===== src/rtl/uart_rx.sv =====
// 8N1 serial byte receiver, LSB first, mid-bit sampled from a clock-derived bit timer.
// Emits registered byte/framing-error strobes and a retriggerable link-activity indicator.
module uart_rx #(
   parameter int CLKRATE   = 12_000_000,
   parameter int BAUDRATE  = 9600,
   parameter int LINK_HOLD = CLKRATE / 10
) (
   input  logic       osc,
   input  logic       rst_n,
   input  logic       rx,
   output logic [7:0] data,
   output logic       valid,
   output logic       frame_err,
   output logic       link
);

   localparam int DIV  = CLKRATE / BAUDRATE;
   localparam int HALF = DIV / 2;
   localparam int TW   = $clog2(DIV);
   localparam int LW   = $clog2(LINK_HOLD + 1);

   localparam logic [TW-1:0] TMR_FULL = TW'(DIV - 1);
   localparam logic [TW-1:0] TMR_HALF = TW'(HALF - 1);
   localparam logic [TW-1:0] TMR_ONE  = TW'(1);
   localparam logic [LW-1:0] LNK_LOAD = LW'(LINK_HOLD);
   localparam logic [LW-1:0] LNK_ONE  = LW'(1);

   typedef enum logic [2:0] {
      S_IDLE  = 3'd0,
      S_START = 3'd1,
      S_DATA  = 3'd2,
      S_STOP  = 3'd3,
      S_BREAK = 3'd4
   } state_e;

   state_e        state_q, state_d;
   logic [1:0]    sync_q;
   logic [TW-1:0] tmr_q, tmr_d;
   logic [2:0]    bit_q, bit_d;
   logic [7:0]    shift_q, shift_d;
   logic [7:0]    data_q, data_d;
   logic          valid_q, valid_d;
   logic          ferr_q, ferr_d;
   logic [LW-1:0] lnk_q, lnk_d;
   logic          link_q, link_d;
   logic          rxs_s;
   logic          tmr_zero_s;

   assign rxs_s      = sync_q[1];
   assign tmr_zero_s = (tmr_q == '0);

   // Two-stage synchronizer for the asynchronous rx pin; idles high out of reset.
   always_ff @(posedge osc or negedge rst_n) begin
      if (!rst_n) begin
         sync_q <= 2'b11;
      end else begin
         sync_q <= {sync_q[0], rx};
      end
   end

   // Frame FSM: next state, bit timer, shift register and strobe generation.
   always_comb begin
      state_d = state_q;
      tmr_d   = tmr_q;
      bit_d   = bit_q;
      shift_d = shift_q;
      data_d  = data_q;
      valid_d = 1'b0;
      ferr_d  = 1'b0;
      case (state_q)
         S_IDLE: begin
            if (!rxs_s) begin
               tmr_d   = TMR_HALF;
               state_d = S_START;
            end else begin
               state_d = S_IDLE;
            end
         end
         S_START: begin
            if (!tmr_zero_s) begin
               tmr_d = tmr_q - TMR_ONE;
            end else if (!rxs_s) begin
               tmr_d   = TMR_FULL;
               bit_d   = 3'd0;
               state_d = S_DATA;
            end else begin
               state_d = S_IDLE;
            end
         end
         S_DATA: begin
            if (!tmr_zero_s) begin
               tmr_d = tmr_q - TMR_ONE;
            end else begin
               shift_d = {rxs_s, shift_q[7:1]};
               tmr_d   = TMR_FULL;
               if (bit_q == 3'd7) begin
                  state_d = S_STOP;
               end else begin
                  bit_d = bit_q + 3'd1;
               end
            end
         end
         S_STOP: begin
            if (!tmr_zero_s) begin
               tmr_d = tmr_q - TMR_ONE;
            end else if (rxs_s) begin
               data_d  = shift_q;
               valid_d = 1'b1;
               state_d = S_IDLE;
            end else begin
               ferr_d  = 1'b1;
               state_d = S_BREAK;
            end
         end
         S_BREAK: begin
            // A line held low after a bad stop bit must not re-trigger a frame.
            if (rxs_s) begin
               state_d = S_IDLE;
            end else begin
               state_d = S_BREAK;
            end
         end
         default: begin
            state_d = S_IDLE;
         end
      endcase
   end

   // Link hold timer: reloads on every good byte, saturates at zero.
   always_comb begin
      lnk_d = lnk_q;
      if (valid_d) begin
         lnk_d = LNK_LOAD;
      end else if (lnk_q != '0) begin
         lnk_d = lnk_q - LNK_ONE;
      end else begin
         lnk_d = '0;
      end
      link_d = (lnk_d != '0);
   end

   // State and output registers.
   always_ff @(posedge osc or negedge rst_n) begin
      if (!rst_n) begin
         state_q <= S_IDLE;
         tmr_q   <= '0;
         bit_q   <= 3'd0;
         shift_q <= 8'h00;
         data_q  <= 8'h00;
         valid_q <= 1'b0;
         ferr_q  <= 1'b0;
         lnk_q   <= '0;
         link_q  <= 1'b0;
      end else begin
         state_q <= state_d;
         tmr_q   <= tmr_d;
         bit_q   <= bit_d;
         shift_q <= shift_d;
         data_q  <= data_d;
         valid_q <= valid_d;
         ferr_q  <= ferr_d;
         lnk_q   <= lnk_d;
         link_q  <= link_d;
      end
   end

   assign data      = data_q;
   assign valid     = valid_q;
   assign frame_err = ferr_q;
   assign link      = link_q;

endmodule


===== config.mk =====
export PLATFORM = sky130hd
export DESIGN_NAME = uart_rx
export DESIGN_NICKNAME = d
export VERILOG_FILES = /design/src/rtl/uart_rx.sv
export SDC_FILE = /design/constraint.sdc
export NUM_CORES = 1
export LEC_CHECK = 0
export ABC_AREA = 1
export CAP_MARGIN = 40
export CORE_MARGIN = 1.5
export CORE_UTILIZATION = 45
export DETAILED_ROUTE_END_ITERATION = 6
export GPL_TIMING_DRIVEN = 0
export PLACE_DENSITY = 0.75
export SETUP_SLACK_MARGIN = 0.02
export SYNTH_ARGS = -nofsm -noshare
export SYNTH_HDL_FRONTEND = slang
export SYNTH_SLANG_ARGS = --single-unit

===== constraint.sdc =====
create_clock -name osc -period 1.9 [get_ports osc]
set_clock_uncertainty 0.15 [all_clocks]
set_input_delay 0.285 -clock osc [delete_from_list [all_inputs] [get_ports osc]]
set_output_delay 0.285 -clock osc [all_outputs]
set_load 0.01 [all_outputs]

==> results of run 1 <==
==> area by class of cell <==
class,instances,area share (%)
multi-input cells,294,39.9
flip-flops and latches,59,38.3
repair buffers,33,7.60
inverters,56,5.43
clock buffers,11,3.91
well taps,96,3.10
plain buffers,5,1.10
clock inverters,5,0.712
==> how the worst max path moves through the flow <==
stage	start	depth (start not counted)	endpoint
floorplan	lnk_q[0]	12	link
global placement	rst_n	1	shift_q[5]
detailed placement	tmr_q[0]	12	link
CTS	tmr_q[6]	11	link
global route	tmr_q[0]	12	link
finish	tmr_q[0]	12	link
==> metal layers <==
metal	vias up	wire length (um)	share of wire (%)	GRT usage, %
met1	1284	3160	45	24.9
li1	1401	-	-	-
met3	14	236	3.4	4.48
met5	-	0	0	0
met2	57	3430	49	34.3
met4	0	132	1.9	10.7
==> flip-flops by register name, indices dropped and copies added, names as in the netlist <==
signal / count
shift_q: 8
frame_err: 1
data: 8
valid: 1
lnk_q: 21
bit_q: 3
state_q: 3
link: 1
tmr_q: 11
sync_q: 2
==> layout by cell type, fill, tap and decap left out, types with 9 or more instances in the layout <==
master,netlist,layout
clkbuf_8,0,11
nor2_2,5,13
nand3_1,23,23
inv_1,55,47
o21ai_0,30,25
clkdlybuf4s50_1,0,12
buf_4,1,19
nand2_1,116,111
dfrtp_1,57,56
nand2_2,5,9
nor2_1,63,51
inv_2,1,9
==> metrics by stage <==
stage	TNS, ns	utilization [%]	cells	hold WS, ns
6_report	-0.0553	56.9	559	0.197
5_1_grt	-0.427	56.9	559	0.205
4_1_cts	-0.0508	55.6	556	0.180
3_5_place_dp	-0.756	50.2	525	0.163
3_3_place_gp	-84.40	50.0	524	0.197
2_1_floorplan	0	-	415	-0.161
==> cells by family (layout without fill, tap and decap cells) <==
group	Yosys count	in the layout	synth area share, %
compound gates	50	50	8.75
simple gates	232	232	32.3
buf+inv	62	110	7.99
fa+ha+maj	5	5	1.99
xor+xnor	7	7	1.95
flops	59	59	47.0
==> where the power goes <==
part	leakage (nW)	switching [mW]	internal (mW)
combinational	1.18	0.0275	0.00860
clock	0.0949	0.501	0.534
sequential	0.805	0.00268	1.26
==> what timing repair did <==
item,CTS,global route
pin swaps,13,13
setup buffers,14,4
gates resized for setup,21,33
endpoints found under the hold margin,23,0
hold buffers,1,0
endpoints found under the setup margin,26,28
==> worst max-delay path, stage by stage, from the launching register on <==
cell and delay [ns]:
dfrtp_1 0.38, inv_2 0.08, ha_4 0.14, nand2_2 0.06, nor2_2 0.12, nand4_1 0.18
nand2_2 0.16, buf_6 0.15, a21oi_2 0.03, nor2_1 0.11, nand2_1 0.10, nor2_2 0.12
nand2_1 0.07
==> results.sh, run 1 <==
export IMPL_grt_pass1_vias=2714
export IMPL_synth_edf_count=0
export IMPL_drive_above_1_share_pct=20.5
export IMPL_synthDominantCellAreaShare_pct=45.3
export IMPL_placed_cell_area_sq_mm=0.00341
export IMPL_port_buffers=13
export IMPL_worst_slew_pin_slew_ns=0.561
export IMPL_start_util_pct=46.3
export IMPL_place_ws_ns=-0.277
export IMPL_drv_slew=0
export IMPL_start_kind="flop"
export IMPL_r2r_slack_ns=-0.06
export IMPL_grt_max_degree=37
export IMPL_clockBufferDepth=2
export IMPL_timing_final_crit_period_ns=1.96
export IMPL_syn_nets=423
export IMPL_synth_common_cells="nand2_1, nor2_1, dfrtp_1"
export IMPL_drtIter0Drc=181
export IMPL_final_area_sq_mm=0.00387
export IMPL_grt_pass1_wl_um=12000
export IMPL_seq_area_sq_mm=0.00148
export IMPL_status="complete, but fails checks"
export IMPL_synth_top_cell_by_area="dfrtp_1"
export IMPL_cap_viol_max_count=0
export IMPL_path_class="reg2reg"
export IMPL_gp_congestion=0.853
export IMPL_die_y_um=86.6
export IMPL_fin_nets=466
export IMPL_syn_inst=415
export IMPL_hpwl_um=4690
export IMPL_grt_remaining_overflow=0
export IMPL_fmax_ghz=0.511
export IMPL_end_kind="flop"
export IMPL_whs_endpoint="sync_q[0]"
export IMPL_wl_um=6960
export IMPL_power_density_mw_per_mm2=603
export IMPL_rows=30
export IMPL_ys_flop_type="dfrtp_1"
export IMPL_hold_violations=0
export IMPL_yosys_top_cells_area="dfrtp_1, nand2_1, nor2_1, inv_1, o21ai_0"
export IMPL_io_pins=14
export IMPL_firstDrtPassIters=4
export IMPL_finalSetupViolations=1
export IMPL_hold_path_class="in2reg"
export IMPL_r2r_end="link"
export IMPL_r2r_start="tmr_q[0]"
export IMPL_synthArstFlopShare_pct=100
export IMPL_path_max_fanout=6
export IMPL_p_leak_nw=2.08
export IMPL_chipWidth_um=86.6
export IMPL_area_growth_pct=22.9
export IMPL_core_area_sq_mm=0.00679
export IMPL_cts_clk_slew_worst_paths_ns=0.07
export IMPL_cts_tree="yes"
export IMPL_drcViolationCount=0
export IMPL_synth_seq_area_share_pct=47.0
export IMPL_synth_seq_cells=59
export IMPL_antenna_found_initial=0
export IMPL_setup_slack_ns=-0.0553
export IMPL_synth_most_common_cell="nand2_1"
export IMPL_cp_required_ns=1.98
export IMPL_holdPathStages=1
export IMPL_max_slew_margin_pct=62.6
export IMPL_avgViaCountPerCell=4.93
export IMPL_syn_area_sq_mm=0.00315
export IMPL_fin_crit_sh_pct=103
export IMPL_clkLatencyLatePin_ns=0.34
export IMPL_multi_input_area_sq_mm=0.00154
export IMPL_rsz0062_at_grt="yes"
export IMPL_ys_warnings_count=0
export IMPL_fillers=579
export IMPL_clock_sinks=59
export IMPL_violations="negative setup slack"
export IMPL_syn_avg_cell_area_sq_um=7.58
export IMPL_power_mw=2.33
export IMPL_diodes=0
export IMPL_clockRootBuffer="clkbuf_8"
export IMPL_gr_usage_all_layers_pct=20.5
export IMPL_detail_route_wl_per_cell_um=12.5
export IMPL_cts_buffers=9
export IMPL_drtAntennaViolNets=0
export IMPL_rr_worst_depth=12
export IMPL_htreeDepth=3
export IMPL_synth_cell_types=36
export IMPL_min_from="rx"
export IMPL_vias=2756
export IMPL_crit_arrival_ns=2.03
export IMPL_irDropWorstVdd_uv=527
export IMPL_die_area_sq_mm=0.00750
(Power assumes the default switching activity.)
==> run 2: changes to the inputs <==
CTS_BUF_LIST = sky130_fd_sc_hd__clkbuf_4   (was default)
GPL_ROUTABILITY_DRIVEN = 0   (was default)
==> run 2 against run 1 <==
Effect of this change: the flow still finishes with violations (negative setup slack); final area fell by 1.6%; register-to-register slack barely moved; critical path depth did not move; die area did not move; clock power fell by 31%; global-route usage fell by 0.69 points; utilization fell by 0.88 points; count of clock-buffer cells in the layout fell by 2; critical path type unchanged; largest cell class unchanged; highest routed layer unchanged.
==> results.sh, run 2 (synthesis gave the netlist of run 1 again) <==
export IMPL_hold_path_class="in2reg"
export IMPL_seq_area_sq_mm=0.00148
export IMPL_hpwl_um=4690
export IMPL_final_util_pct=56.1
export IMPL_reg_largest_list="lnk_q (21), tmr_q (11)"
export IMPL_fin_hold_ws_ns=0.132
export IMPL_hold_violations=0
export IMPL_clockBufferDepth=2
export IMPL_io_pins=14
export IMPL_drcViolationCount=0
export IMPL_largest_register="lnk_q"
export IMPL_cap_viol_max_count=0
export IMPL_placed_cell_area_sq_mm=0.00341
export IMPL_grt_max_degree=37
export IMPL_avgViaCountPerCell=4.91
export IMPL_fin_crit_sh_pct=103
export IMPL_antenna_found_initial=0
export IMPL_fillers=592
export IMPL_drtAntennaViolNets=0
export IMPL_violations="negative setup slack"
export IMPL_path_max_fanout=10
export IMPL_p_clk_share_pct=35.5
export IMPL_clkLatencyLatePin_ns=0.41
export IMPL_rsz0062_at_grt="yes"
export IMPL_vias=2750
export IMPL_drtIter0Drc=141
export IMPL_critPathBufInv=2
export IMPL_area_growth_pct=21.0
export IMPL_start_util_pct=46.3
export IMPL_swShare_pct=24.6
export IMPL_grt_remaining_overflow=0
export IMPL_clockRootBuffer="clkbuf_4"
export IMPL_grt_pass1_wl_um=11700
export IMPL_fmax_ghz=0.513
export IMPL_slowest_stage="dfrtp_1"
export IMPL_die_y_um=86.6
export IMPL_port_buffers=13
export IMPL_status="complete, but fails checks"
export IMPL_start_kind="flop"
export IMPL_setup_slack_ns=-0.0489
export IMPL_wl_um=6860
export IMPL_cts_buffers=9
export IMPL_crit_path_frequent_cell="nand2_1"
export IMPL_cp_required_ns=2.05
export IMPL_multi_input_area_sq_mm=0.00155
export IMPL_irDropWorstVdd_uv=472
export IMPL_p_leak_nw=2.05
export IMPL_cpLargestDelayFamily="simple AND/OR/NAND/NOR gates"
export IMPL_p_comb_share_pct=1.8
export IMPL_final_area_sq_mm=0.00381
export IMPL_firstDrtPassIters=4
export IMPL_p_switching_mw=0.495
export IMPL_gr_usage_all_layers_pct=19.9
export IMPL_rows=30
export IMPL_crit_arrival_ns=2.10
export IMPL_max_stage_delay_ns=0.41
export IMPL_fin_nets=467
export IMPL_power_mw=2.01
export IMPL_power_internal_mw=1.52
export IMPL_finalSetupViolations=1
export IMPL_drive_above_1_share_pct=20.3
export IMPL_cp_cell_sequence="inv_2, ha_4, nand2_4, nor2_8, nand3_4, buf_6, nand2_2, nand3_1, nor2_1, nand2_1, nor2_2, nand2_1"
export IMPL_final_cell_mix="nand2_1, dfrtp_1, nor2_1, inv_1, o21ai_0"
export IMPL_clock_sinks=59
export IMPL_end_kind="flop"
export IMPL_core_area_sq_mm=0.00679
export IMPL_drv_slew=0
export IMPL_cts_tree="yes"
export IMPL_grt_pass1_vias=2668
export IMPL_cts_clk_slew_worst_paths_ns=0.11
export IMPL_htreeDepth=3
export IMPL_power_density_mw_per_mm2=528
export IMPL_timing_final_crit_period_ns=1.95
export IMPL_path_class="reg2reg"
export IMPL_final_common_cell="nand2_1"
export IMPL_chipWidth_um=86.6
export IMPL_max_slew_margin_pct=62.6
export IMPL_die_area_sq_mm=0.00750
export IMPL_largest_reg_flops=21
export IMPL_p_seq_share_pct=62.7
export IMPL_worst_slew_pin_slew_ns=0.561
export IMPL_detail_route_wl_per_cell_um=12.2
export IMPL_diodes=0
## run 2: cell count changes in the layout (fill, tap and decap cells not counted), moves of 2 or more
| cell | before | now |
|---|---|---|
| nor2_2 | 13 | 11 |
| nand3_1 | 23 | 21 |
| clkinv_1 | 0 | 2 |
| clkbuf_4 | 0 | 9 |
| nand3_2 | 1 | 3 |
| clkbuf_8 | 11 | 0 |
## run 2: cell type report
| type | count | share of cell area [%] |
|---|---|---|
| Multi-Input combinational cell | 294 | 40.7 |
| Sequential cell | 59 | 38.9 |
| Timing Repair Buffer | 34 | 7.92 |
| Inverter | 56 | 5.52 |
| Tap cell | 96 | 3.15 |
| Clock buffer | 9 | 1.77 |
| Buffer | 5 | 1.12 |
| Clock inverter | 7 | 0.920 |
## run 2: metrics by stage
stage	setup TNS [ns]	setup WS (ns)	std cells
after global placement	-84.40	-1.45	524
after floorplan	0	0.0342	415
final	-0.0489	-0.0489	560
after CTS	-0.0505	-0.0505	555
after global routing	-0.489	-0.186	560
after detailed placement	-0.756	-0.277	525
## run 2: routing by layer
layer  up-vias  part of all wire [%]  GRT usage, %
li1       1400                     -             -
met1      1287                    46          24.8
met2        46                    48          33.1
met3        17                   3.3          4.48
met4         0                   2.5          8.50
met5         -                     0             0
## run 2: power groups by stage
stage,Sequential [mW],Combinational [mW],Clock [mW]
6_report,1.26,0.0359,0.715
2_1_floorplan,1.29,0.00216,0
4_1_cts,1.26,0.0375,0.741
5_1_grt,1.26,0.0436,0.791
3_5_place_dp,1.29,0.0360,0
3_3_place_gp,1.29,0.0316,0
## run 2: worst register-to-register path: cells and delay by family (launching register included)
family        cells  cell delay, ns
buf+inv           2            0.23
flops             1            0.41
simple gates      9            0.90
fa+ha+maj         1            0.15
## run 2: worst paths after layout
kind	startpoint	to	slack, ns	cells after the start
setup / recovery	lnk_q[1]	link	-0.05	12
hold / removal	rx	sync_q[0]	0.13	1
setup reg to reg	lnk_q[1]	link	-0.05	12
hold reg to reg	sync_q[0]	sync_q[1]	0.21	0
max in group asynchronous	rst_n	sync_q[0]	0.70	3
min in group asynchronous	rst_n	lnk_q[4]	0.24	2
## run 2: timing repair
item / in CTS / in global routing
setup buffers: 13 / 6
resized for setup: 22 / 33
hold endpoints to repair: 23 / 0
pin swaps: 13 / 14
setup endpoints to repair: 29 / 28
hold buffers: 1 / 0
==> run 3: changes to the inputs <==
CORE_ASPECT_RATIO = 0.6   (was default)
==> run 3 against run 2 <==
Effect of this change: the flow still finishes with violations (negative setup slack); power increased by 4.3%; setup slack got worse by 0.15 ns; sequential share of layout area down 2.6 points; combinational power is 2% higher.
==> results.sh, run 3 (synthesis gave the netlist of run 1 again) <==
export IMPL_r2r_slack_ns=-0.20
export IMPL_end_kind="flop"
export IMPL_cap_viol_max_count=0
export IMPL_worstSetupEndpoint="link"
export IMPL_rows=23
export IMPL_hpwl_um=4970
export IMPL_die_area_sq_mm=0.00752
export IMPL_drtIter0Drc=251
export IMPL_p_leak_nw=2.18
export IMPL_fin_crit_sh_pct=110
export IMPL_drv_slew=0
export IMPL_diodes=0
export IMPL_crit_arrival_ns=2.26
export IMPL_crit_path_frequent_cell="nand2_1"
export IMPL_timing_final_crit_period_ns=2.10
export IMPL_final_cell_mix="nand2_1, dfrtp_1, inv_1, nor2_1, buf_4"
export IMPL_final_util_pct=61.0
export IMPL_wl_um=8310
export IMPL_drive_above_1_share_pct=27.5
export IMPL_r2r_end="link"
export IMPL_worst_slew_pin_slew_ns=0.639
export IMPL_core_area_sq_mm=0.00671
export IMPL_cp_cell_sequence="inv_2, ha_4, nand2_4, nor2_8, buf_4, nand2_1, o21ai_0, nand3_1, nor2_1, nand2_1"
export IMPL_start_kind="flop"
export IMPL_htreeDepth=3
export IMPL_p_clk_share_pct=38.1
export IMPL_cts_buffers=9
export IMPL_clock_sinks=59
export IMPL_fillers=550
export IMPL_largest_register="lnk_q"
export IMPL_rsz0062_at_grt="yes"
export IMPL_p_switching_mw=0.554
export IMPL_fin_nets=483
export IMPL_r2r_start="lnk_q[0]"
export IMPL_clockRootBuffer="clkbuf_4"
export IMPL_grt_remaining_overflow=0
export IMPL_finalSetupViolations=1
export IMPL_cp_required_ns=2.07
export IMPL_violations="negative setup slack"
export IMPL_avgViaCountPerCell=5.29
export IMPL_drtAntennaViolNets=0
export IMPL_gr_usage_all_layers_pct=21.5
export IMPL_seq_area_sq_mm=0.00148
export IMPL_p_seq_share_pct=60.2
export IMPL_max_stage_delay_ns=0.41
export IMPL_detail_route_wl_per_cell_um=14.7
export IMPL_firstDrtPassIters=4
export IMPL_setup_slack_ns=-0.195
export IMPL_rr_worst_depth=10
export IMPL_tns_ns=-0.195
export IMPL_start_util_pct=46.9
export IMPL_irDropWorstVdd_uv=390
export IMPL_grt_pass1_wl_um=12500
export IMPL_hold_path_class="in2reg"
export IMPL_clockBufferDepth=2
export IMPL_crit_path_start="lnk_q[0]"
export IMPL_vias=2998
export IMPL_path_max_fanout=5
export IMPL_reg_largest_list="lnk_q (21), tmr_q (11)"
export IMPL_fmax_ghz=0.477
export IMPL_antenna_found_initial=0
export IMPL_cts_tree="yes"
export IMPL_max_slew_margin_pct=57.4
export IMPL_min_from="rx"
export IMPL_clkLatencyLatePin_ns=0.42
export IMPL_area_growth_pct=29.9
export IMPL_path_class="reg2reg"
export IMPL_p_comb_share_pct=1.7
export IMPL_cts_clk_slew_worst_paths_ns=0.11
export IMPL_port_buffers=13
export IMPL_chipWidth_um=111
export IMPL_power_density_mw_per_mm2=513
export IMPL_io_pins=14
export IMPL_power_internal_mw=1.54
export IMPL_slowest_stage="dfrtp_1"
export IMPL_grt_pass1_vias=2674
export IMPL_hold_violations=0
export IMPL_largest_reg_flops=21
export IMPL_status="complete, but fails checks"
export IMPL_die_y_um=67.8
export IMPL_drcViolationCount=0
export IMPL_swShare_pct=26.4
export IMPL_final_common_cell="nand2_1"
export IMPL_multi_input_area_sq_mm=0.00168
export IMPL_grt_max_degree=34
## run 3: cell types whose count changed in the layout (fill, tap and decap cells not counted), moves of 3 or more
| cell | previous run | this run |
|---|---|---|
| nor2_4 | 7 | 10 |
| nand2_1 | 110 | 101 |
| nand2_4 | 2 | 8 |
| clkinv_2 | 4 | 1 |
| nor2_2 | 11 | 16 |
| buf_4 | 20 | 33 |
| nor2_1 | 52 | 44 |
| clkinv_4 | 0 | 3 |
## run 3: power groups by stage
stage | clock network [mW] | registers [mW] | logic [mW]
final | 0.799 | 1.26 | 0.0365
after global routing | 0.879 | 1.26 | 0.0423
after CTS | 0.822 | 1.26 | 0.0378
after detailed placement | 0 | 1.29 | 0.0362
after global placement | 0 | 1.29 | 0.0320
after floorplan | 0 | 1.29 | 0.00216
## run 3: per-stage QoR
stage / instance area [sq um] / power (mW) / hold slack, ns / setup slack, ns / cells
floorplan: 3150 / 1.29 / -0.161 / 0.0342 / 415
global placement: 3390 / 1.32 / 0.198 / -1.49 / 515
detailed placement: 3400 / 1.32 / 0.194 / -0.240 / 516
CTS: 3730 / 2.12 / 0.0969 / -0.0105 / 550
global route: 4090 / 2.18 / 0.0732 / -0.236 / 567
finish: 4090 / 2.10 / 0.123 / -0.195 / 567
## run 3: critical path: cells and delay by family (launching register included)
family	cells	cell delay, ns
AND/OR/NAND/NOR	6	0.69
flip-flops	1	0.41
AO/OA/AOI/OAI	1	0.32
buffers and inverters	2	0.25
adder cells (fa/ha/maj)	1	0.18
## run 3: final cells by class
class                           instances  share of cell area (%)
Tap cell                               87                    2.66
Timing Repair Buffer                   49                    10.4
Clock buffer                            9                    1.65
Clock inverter                          7                    1.29
Buffer                                  6                    1.41
Inverter                               56                    5.14
Sequential cell                        59                    36.3
Multi-Input combinational cell        294                    41.2
## run 3: timing repair
| action | 4_1_cts | 5_1_grt |
|---|---|---|
| hold buffers | 1 | 0 |
| endpoints found under the setup margin | 29 | 34 |
| pin swaps | 9 | 23 |
| setup buffers | 17 | 15 |
| hold endpoints to repair | 26 | 0 |
| gates resized for setup | 25 | 72 |
| cloned | 0 | 2 |
## run 3: how the worst min path moves through the flow
| stage | slack [ns] | cells after the start | endpoint |
|---|---|---|---|
| 5_1_grt | 0.07 | 1 | sync_q[0] |
| 2_1_floorplan | -0.16 | 0 | bit_q[0] |
| 6_report | 0.12 | 1 | sync_q[0] |
| 3_3_place_gp | 0.20 | 0 | sync_q[1] |
| 4_1_cts | 0.1 | 1 | sync_q[0] |
| 3_5_place_dp | 0.19 | 1 | state_q[2] |
## run 3: per-layer routing
layer | share of wire, % | GRT usage [%] | vias up
li1 | - | - | 1442
met1 | 46 | 30.1 | 1405
met2 | 44 | 32.4 | 126
met3 | 7.8 | 6.37 | 25
met4 | 2.3 | 6.41 | 0
met5 | 0 | 0 | -
